--- src/rtl/pseudo_ana_axes.sv ---
// Converts per-axis POS/NEG direction pairs into W-bit pseudo-analog axis values, one step per TICK rising edge.
// Latency TICK rise -> AOUT 2 clocks, ANA_SEL/ANA_IN -> AOUT 1 clock; no backpressure (free-running outputs).
module pseudo_ana_axes #(
    parameter int NAXES    = 2,
    parameter int W        = 8,
    parameter int DELT_MIN = 4,
    parameter int DELT_MAX = 15,
    parameter int ACCEL    = 1,
    parameter int LIMIT    = 120,
    parameter int CENTER   = 127
) (
    input  logic                 clk_i,
    input  logic                 reset_n_i,
    input  logic                 tick_i,
    input  logic                 mode_i,
    input  logic [NAXES-1:0]     pos_i,
    input  logic [NAXES-1:0]     neg_i,
    input  logic [NAXES-1:0]     ana_sel_i,
    input  logic [NAXES*W-1:0]   ana_in_i,
    output logic [NAXES*W-1:0]   aout_o,
    output logic [NAXES-1:0]     active_o
);

    typedef enum logic [1:0] {S_IDLE, S_DRIVE, S_RETURN, S_HOLD} state_t;

    localparam logic signed [W+1:0] LIM    = (W+2)'(LIMIT);
    localparam logic signed [W+1:0] DMAX_S = (W+2)'(DELT_MAX);
    localparam logic [W-1:0]        DMIN   = W'(DELT_MIN);
    localparam logic [W-1:0]        DMAX   = W'(DELT_MAX);
    localparam logic [W:0]          ACC    = (W+1)'(ACCEL);
    localparam logic [W-1:0]        CTR    = W'(CENTER);

    if (!(DELT_MIN <= DELT_MAX && DELT_MAX <= LIMIT && LIMIT + CENTER < (1 << W) && CENTER >= LIMIT))
    begin : g_bad_params
        $error("pseudo_ana_axes: illegal parameter combination");
    end

    state_t                 state_q [NAXES];
    state_t                 state_d [NAXES];
    logic signed [W+1:0]    pos_q   [NAXES];
    logic signed [W+1:0]    pos_d   [NAXES];
    logic [W-1:0]           step_q  [NAXES];
    logic [W-1:0]           step_d  [NAXES];
    logic [1:0]             last_q  [NAXES];
    logic [1:0]             last_d  [NAXES];
    logic [1:0]             dir     [NAXES];
    logic                   tick_q;
    logic                   upd;
    logic [NAXES*W-1:0]     aout_q;
    logic [NAXES*W-1:0]     aout_d;
    logic [NAXES-1:0]       active_q;
    logic [NAXES-1:0]       active_d;

    assign upd      = tick_i & ~tick_q;
    assign aout_o   = aout_q;
    assign active_o = active_q;

    // dir encoding: 2'b01 = increase, 2'b10 = decrease, 2'b00 = none (both pressed counts as none)
    for (genvar g = 0; g < NAXES; g++) begin : g_axis
        assign dir[g]             = {neg_i[g] & ~pos_i[g], pos_i[g] & ~neg_i[g]};
        assign aout_d[g*W +: W]   = ana_sel_i[g] ? ana_in_i[g*W +: W] : pos_q[g][W-1:0] + CTR;
        assign active_d[g]        = (state_q[g] == S_DRIVE);
    end

    function automatic logic [W-1:0] accel(input logic [W-1:0] s);
        logic [W:0] t;
        t = {1'b0, s} + ACC;
        return (t >= {1'b0, DMAX}) ? DMAX : t[W-1:0];
    endfunction

    function automatic logic signed [W+1:0] move(input logic signed [W+1:0] p, input logic up,
                                                 input logic [W-1:0] mag);
        logic signed [W+1:0] m;
        logic signed [W+1:0] v;
        m = $signed({2'b00, mag});
        v = up ? p + m : p - m;
        if (v > LIM)
            return LIM;
        if (v < -LIM)
            return -LIM;
        return v;
    endfunction

    always_comb begin
        for (int i = 0; i < NAXES; i++) begin
            state_d[i] = state_q[i];
            pos_d[i]   = pos_q[i];
            step_d[i]  = step_q[i];
            last_d[i]  = last_q[i];
            if (upd) begin
                case (state_q[i])
                    S_DRIVE: begin
                        if (dir[i] == 2'b00) begin
                            state_d[i] = mode_i ? S_HOLD : S_RETURN;
                        end else if (dir[i] == last_q[i]) begin
                            last_d[i] = dir[i];
                            step_d[i] = accel(step_q[i]);
                            pos_d[i]  = move(pos_q[i], dir[i][0], accel(step_q[i]));
                        end else begin
                            last_d[i] = dir[i];
                            step_d[i] = DMIN;
                            pos_d[i]  = move(pos_q[i], dir[i][0], DMIN);
                        end
                    end
                    default: begin
                        // IDLE, RETURN and HOLD all re-enter DRIVE the same way, with a fresh step
                        if (dir[i] != 2'b00) begin
                            state_d[i] = S_DRIVE;
                            last_d[i]  = dir[i];
                            step_d[i]  = DMIN;
                            pos_d[i]   = move(pos_q[i], dir[i][0], DMIN);
                        end else if (state_q[i] == S_RETURN) begin
                            if (pos_q[i] <= DMAX_S && pos_q[i] >= -DMAX_S) begin
                                pos_d[i]   = '0;
                                state_d[i] = S_IDLE;
                            end else begin
                                pos_d[i] = move(pos_q[i], pos_q[i][W+1], DMAX);
                            end
                        end else if (state_q[i] == S_HOLD && !mode_i) begin
                            state_d[i] = S_RETURN;
                        end
                    end
                endcase
            end
        end
    end

    always_ff @(posedge clk_i) begin
        if (!reset_n_i) begin
            tick_q   <= 1'b1;
            aout_q   <= {NAXES{CTR}};
            active_q <= '0;
            for (int i = 0; i < NAXES; i++) begin
                state_q[i] <= S_IDLE;
                pos_q[i]   <= '0;
                step_q[i]  <= DMIN;
                last_q[i]  <= 2'b00;
            end
        end else begin
            tick_q   <= tick_i;
            aout_q   <= aout_d;
            active_q <= active_d;
            for (int i = 0; i < NAXES; i++) begin
                state_q[i] <= state_d[i];
                pos_q[i]   <= pos_d[i];
                step_q[i]  <= step_d[i];
                last_q[i]  <= last_d[i];
            end
        end
    end

endmodule
--- config.mk ---
export PLATFORM = sky130hd
export DESIGN_NAME = pseudo_ana_axes
export DESIGN_NICKNAME = d
export VERILOG_FILES = /design/src/rtl/pseudo_ana_axes.sv
export SDC_FILE = /design/constraint.sdc
export NUM_CORES = 1
export LEC_CHECK = 0
export ABC_AREA = 1
export CAP_MARGIN = 20
export CORE_UTILIZATION = 30
export DETAILED_ROUTE_END_ITERATION = 6
export DONT_BUFFER_PORTS = 1
export HOLD_SLACK_MARGIN = 0.05
export SYNTH_ARGS = -nofsm -noshare
export SYNTH_HDL_FRONTEND = slang
export SYNTH_SLANG_ARGS = --single-unit
--- constraint.sdc ---
create_clock -name clk_i -period 3.9 [get_ports clk_i]
set_input_delay 0.78 -clock clk_i [delete_from_list [all_inputs] [get_ports clk_i]]
set_output_delay 0.78 -clock clk_i [all_outputs]
set_load 0.02 [all_outputs]
Yosys cells after proc, flatten, opt, wreduce, memory -nomap -nowiden
Memory sizes are Yosys's and may differ from the RTL's.
Index checks and enable logic that the tools add are counted.
Word-level totals
  register bits: 19
  RAM bits: 44
  bits of input ports: 26
  output and inout port bits: 18
  word-level logic and storage cells: 255
  memories kept: 4
Cells by class
  add/subtract/negate cells: 16
  $lt $le $gt $ge: 18
  equal/unequal tests: 8
  muxes and demuxes: 179
  bitwise logic cells: 18
  reductions and logical operators: 9
Memory list
  pos_q: words 2, bits a word 10, rd ports 2, clocked after memory_dff 0, write ports 2, RTL line 40  | logic signed [W+1:0] pos_q [NAXES];
  step_q: words 2, bits a word 8, rd ports 2, clocked after memory_dff 0, write ports 2, RTL line 42  | logic [W-1:0] step_q [NAXES];
  last_q: words 2, bits a word 2, rd ports 2, clocked after memory_dff 0, write ports 2, RTL line 44  | logic [1:0] last_q [NAXES];
  state_q: words 2, bits a word 2, rd ports 2, clocked after memory_dff 0, write ports 2, RTL line 38  | state_t state_q [NAXES];
Operators with widths (count)
  $mux 10: 50
  $mux 8: 16
  $mux 1: 87
  $gt 10x8->1 const B: 6
  $lt 10x8->1 const B: 6
  $mux 2: 26
  $add 10x4->10 const B: 2
  $add 10x5->10 const B: 2
  $add 10x9->10: 2
  $ge 10x5->1 const B: 2
  $le 10x5->1 const B: 2
  $sub 10x4->10 const B: 2
  $sub 10x5->10 const B: 2
  $sub 10x9->10: 2
  $add 8x1->9 const B: 2
  $ge 9x4->1 const B: 2
  $add 8x7->8 const B: 2
  $eq 2x2->1 const B: 4
  $or 1x1->1: 8
  $and 1x1->1: 5
  $not 1->1: 5
  $eq 2x1->1 const B: 2
  $eq 2x2->1: 2
  $logic_and 1x1->1: 4
  3 further kinds: 5

Logic depth before layout (Yosys ltp)
  word-level depth: 23
  mapped depth: 30
  depth with buffers taken out: 30

Least setup slack after synthesis
No wires, ideal clock.
  kind: input-to-reg
  start point: input port neg_i[0]
  end point: memory pos_q[0][8] in the netlist's numbering
  setup time: 0.070 ns
  data arrival time: 3.753 ns
  required time: 3.830 ns
  path slack: 0.077 ns
  stages on the path: 18
  path buffers: 1
  path through: inv_1 -> ha_1 -> buf_2 -> inv_1 -> ha_1 -> a21oi_1 -> nand2_1 -> a21oi_1 -> o21ai_1 -> xnor2_1 -> or4_1 -> ha_1 -> clkinv_1 -> nand2_1 -> nand2_1 -> o21ai_0 -> nand2_1 -> a21oi_1
RTL lines
  start: declaration: RTL line 17  | input logic [NAXES-1:0] neg_i,
  end: declaration: RTL line 40

==> metrics <==
run status=finished clean; initial antenna violation count=0; DR vias=between 6000 and 7000; number of CTS-inserted buffers=9; Final Skew=around 0.0057 ns; Worst Path Arrival=4.00 ns; CTS H-tree depth=3; Netlist cell types=slightly below 50; Max-slew headroom=42.13%; biggest cell delay along the critical path=0.36 ns; design area=between 0.007 and 0.008 mm2; Yosys top cell area share=approximately a fifth; clock latency on the worst-skew pair=around 0.34 ns; Sinks on Clock Net=63; gpl congestion=~0.97; largest net degree at the start of global routing=42; Detail Placement HPWL=14490 um; Final Cycle Share=95.49%; hold buffers post-CTS=0; CTS tree=built; Routed Wire Length=roughly 19000 um; Pleak=approximately 3.6 nW; Syn Nets=1145; CTS Buffer Depth=2; Crit Path Category=flip-flop to flip-flop; Iter 0 DRT Violations=between 400 and 500; Wirelength per Cell=approximately 14 um; fin nets=1165; Slew Viols, Final=0; Core Rows=53; final hold violations=0; Critical Path End Type=flip-flop; Yosys reg bits=63; family with the most delay on the worst path=simple AND/OR/NAND/NOR gates; pre-CTS setup slack=approximately 0.015 ns; FFs w/ async S/R, synth=0%; final setup fails=0; crit path launch type=flip-flop; I/O pin cnt=44; antenna viol nets, final=0; Post-synth EDFFs=0; worst slew pin tran=0.8649 ns; total gr overflow=0; Ant. Diodes=0; Die ar.=about 0.022 mm2; max_cap viols=0; Req. time, crit path=between 4 and 5 ns; slowest library cell on the worst path=dfxtp_4; Synth Instances=1059; Max Fclk=268.5 MHz; Die X-Extent=149.9 um; final non-filler cell total=roughly 1400; Via density=4.904; Starting Density=between 30% and 40%; Main synth FF type=dfxtp_1; FILL cells=2311; most frequent CP cell=nand2_1; main area contributors after synthesis=dfxtp_1 19%, nand2_1 15%, ha_1 11%, inv_1 8.2%, nand3_1 6.6%; Period minus WS final=3.724 ns; Power Density=342.9 mW/mm2; syn_area_per_cell=~6.2 um2; Overall Global Routing Usage=between 10% and 20%; I/O Buffers=0; Buffers & Inverters on Critical Path=5; Placed Cells=about 1300; DR pass1 iterations=7; setup slack after layout=0.1758 ns; clock root cell=clkbuf_16; first-pass GRT wire length=30390 um; share of cells above drive strength 1=about an eighth; Remaining DRCs=0; CP max FO=6; Area Overhead vs Synth=14.73%; CORE AREA=about 0.021 mm2; cell accounting for the most synthesized area=dfxtp_1; YS warnings=0; clock-pin slew of the registers on the worst-case setup and hold paths=0.06 ns; area of the mapped netlist=roughly 0.0066 mm2; vias in the first global route=slightly above 6000; type of the worst min-delay path=flip-flop to flip-flop; peak supply drop=roughly 0.22 mV; die height=around 150 um; sequential share of the synthesized area=between 10% and 20%; area post-placement=about 0.0070 mm2
[path summary, 6_finish.rpt]
path                             startpoint                   endpoint  slack (ns)  cells past startpoint
hold reg to reg   step_q[0][5]$_SDFFE_PN0P_  step_q[0][5]$_SDFFE_PN0P_        0.45                      2
setup reg to reg  step_q[0][0]$_SDFFE_PN0P_   pos_q[0][2]$_SDFFE_PN0P_        0.18                     25
setup / recovery  step_q[0][0]$_SDFFE_PN0P_   pos_q[0][2]$_SDFFE_PN0P_        0.18                     25
hold / removal    step_q[0][5]$_SDFFE_PN0P_  step_q[0][5]$_SDFFE_PN0P_        0.45                      2
[per-layer routing]
metal	GRT usage, %	vias up	wire length, um
met5	0	-	0
met4	5.707	0	297
met3	2.713	26	814
met2	28.47	138	8789
met1	22.19	3027	8815
li1	-	3474	-
[stage by stage]
stage	setup TNS, ns	total power [W]	hold WS [ns]	utilization [%]
2_1_floorplan	0	0.001511	0.4359	-
3_3_place_gp	0	0.001711	0.4435	32.87
3_5_place_dp	0	0.001715	0.4465	32.87
4_1_cts	0	0.002555	0.4561	34.27
5_1_grt	-0.4170	0.002758	0.4780	35.46
6_report	0	0.002580	0.4544	35.46
[synth_stat cells (all sizes together), types with 3 or more instances]
cell type / number
o41ai: 3
nand3b: 4
fa: 4
nor2: 108
nand4: 11
xor2: 36
o21ai: 81
o211ai: 3
clkbuf: 13
nor3: 18
xnor2: 14
buf: 12
clkinv: 8
nand2: 267
a21oi: 86
ha: 56
dfxtp: 63
nand3: 94
a31oi: 8
inv: 154
[where the power goes]
part	switching, W	internal [W]	leakage (nW)
logic	0.000664	0.000366	2.97
registers	0.0000457	0.000672	0.517
clock network	0.000336	0.000496	0.142
total	0.00105	0.00153	3.63
[logic make-up (layout without fill, tap and decap cells)]
kind of cell	count (synthesis)	after routing	share of synthesized area (%)
flip-flops	63	63	19.23
AND/OR/NAND/NOR	507	507	34.11
XOR/XNOR	50	50	6.906
adder cells (fa/ha/maj)	60	60	11.90
AO/OA/AOI/OAI	192	192	16.60
buffers and inverters	187	212	11.26
[cell type report]
class / instances / area (um2) / area share [%]
multi-input combinational: 809 / 4748 / 63.10
sequential: 63 / 1271 / 16.89
inverter: 162 / 608.1 / 8.081
tap: 275 / 344.1 / 4.573
timing repair buffer: 34 / 255.2 / 3.392
clock buffer: 9 / 225.2 / 2.993
clock inverter: 7 / 72.57 / 0.9644
[cells in the final DEF (no fill, tap or decap), types with 3 or more instances in the layout]
master | synthesis | routed
nand3_1 | 87 | 81
clkinv_1 | 8 | 8
a21oi_2 | 9 | 12
nand2_4 | 4 | 4
xnor2_1 | 14 | 13
a21oi_1 | 77 | 73
nand3b_1 | 4 | 4
a31oi_1 | 8 | 8
nand3_2 | 3 | 9
ha_2 | 0 | 4
xor2_1 | 34 | 31
xor2_2 | 2 | 5
ha_1 | 56 | 49
nand2_2 | 9 | 11
o41ai_1 | 3 | 3
nor3_1 | 17 | 17
nand3_4 | 4 | 4
nor2_2 | 3 | 9
nor2_1 | 104 | 97
inv_2 | 10 | 13
o21ai_0 | 58 | 57
ha_4 | 0 | 3
dfxtp_1 | 63 | 59
o21ai_1 | 20 | 19
nand2_1 | 254 | 252
clkbuf_16 | 0 | 9
buf_4 | 2 | 34
inv_1 | 144 | 141
nand4_1 | 11 | 11
o21ai_4 | 2 | 4
[state kept, by name, indices dropped and copies added, names as in the netlist]
name,count
pos_q,20
aout_o,16
step_q,16
last_q,4
state_q,4
active_o,2
tick_q,1
[repair_timing]
item                                    in CTS  in global routing
endpoints found under the setup margin       0                 20
buffers inserted                             0                  7
gates resized for setup                      0                 50
[tightest hold or removal path: cells and delay by family (launching register included)]
| kind | cells | cell delay [ns] |
|---|---|---|
| buf+inv | 1 | 0.03 |
| flops | 1 | 0.31 |
| simple gates | 1 | 0.07 |
No activity file was read; power rests on OpenSTA's default activity.
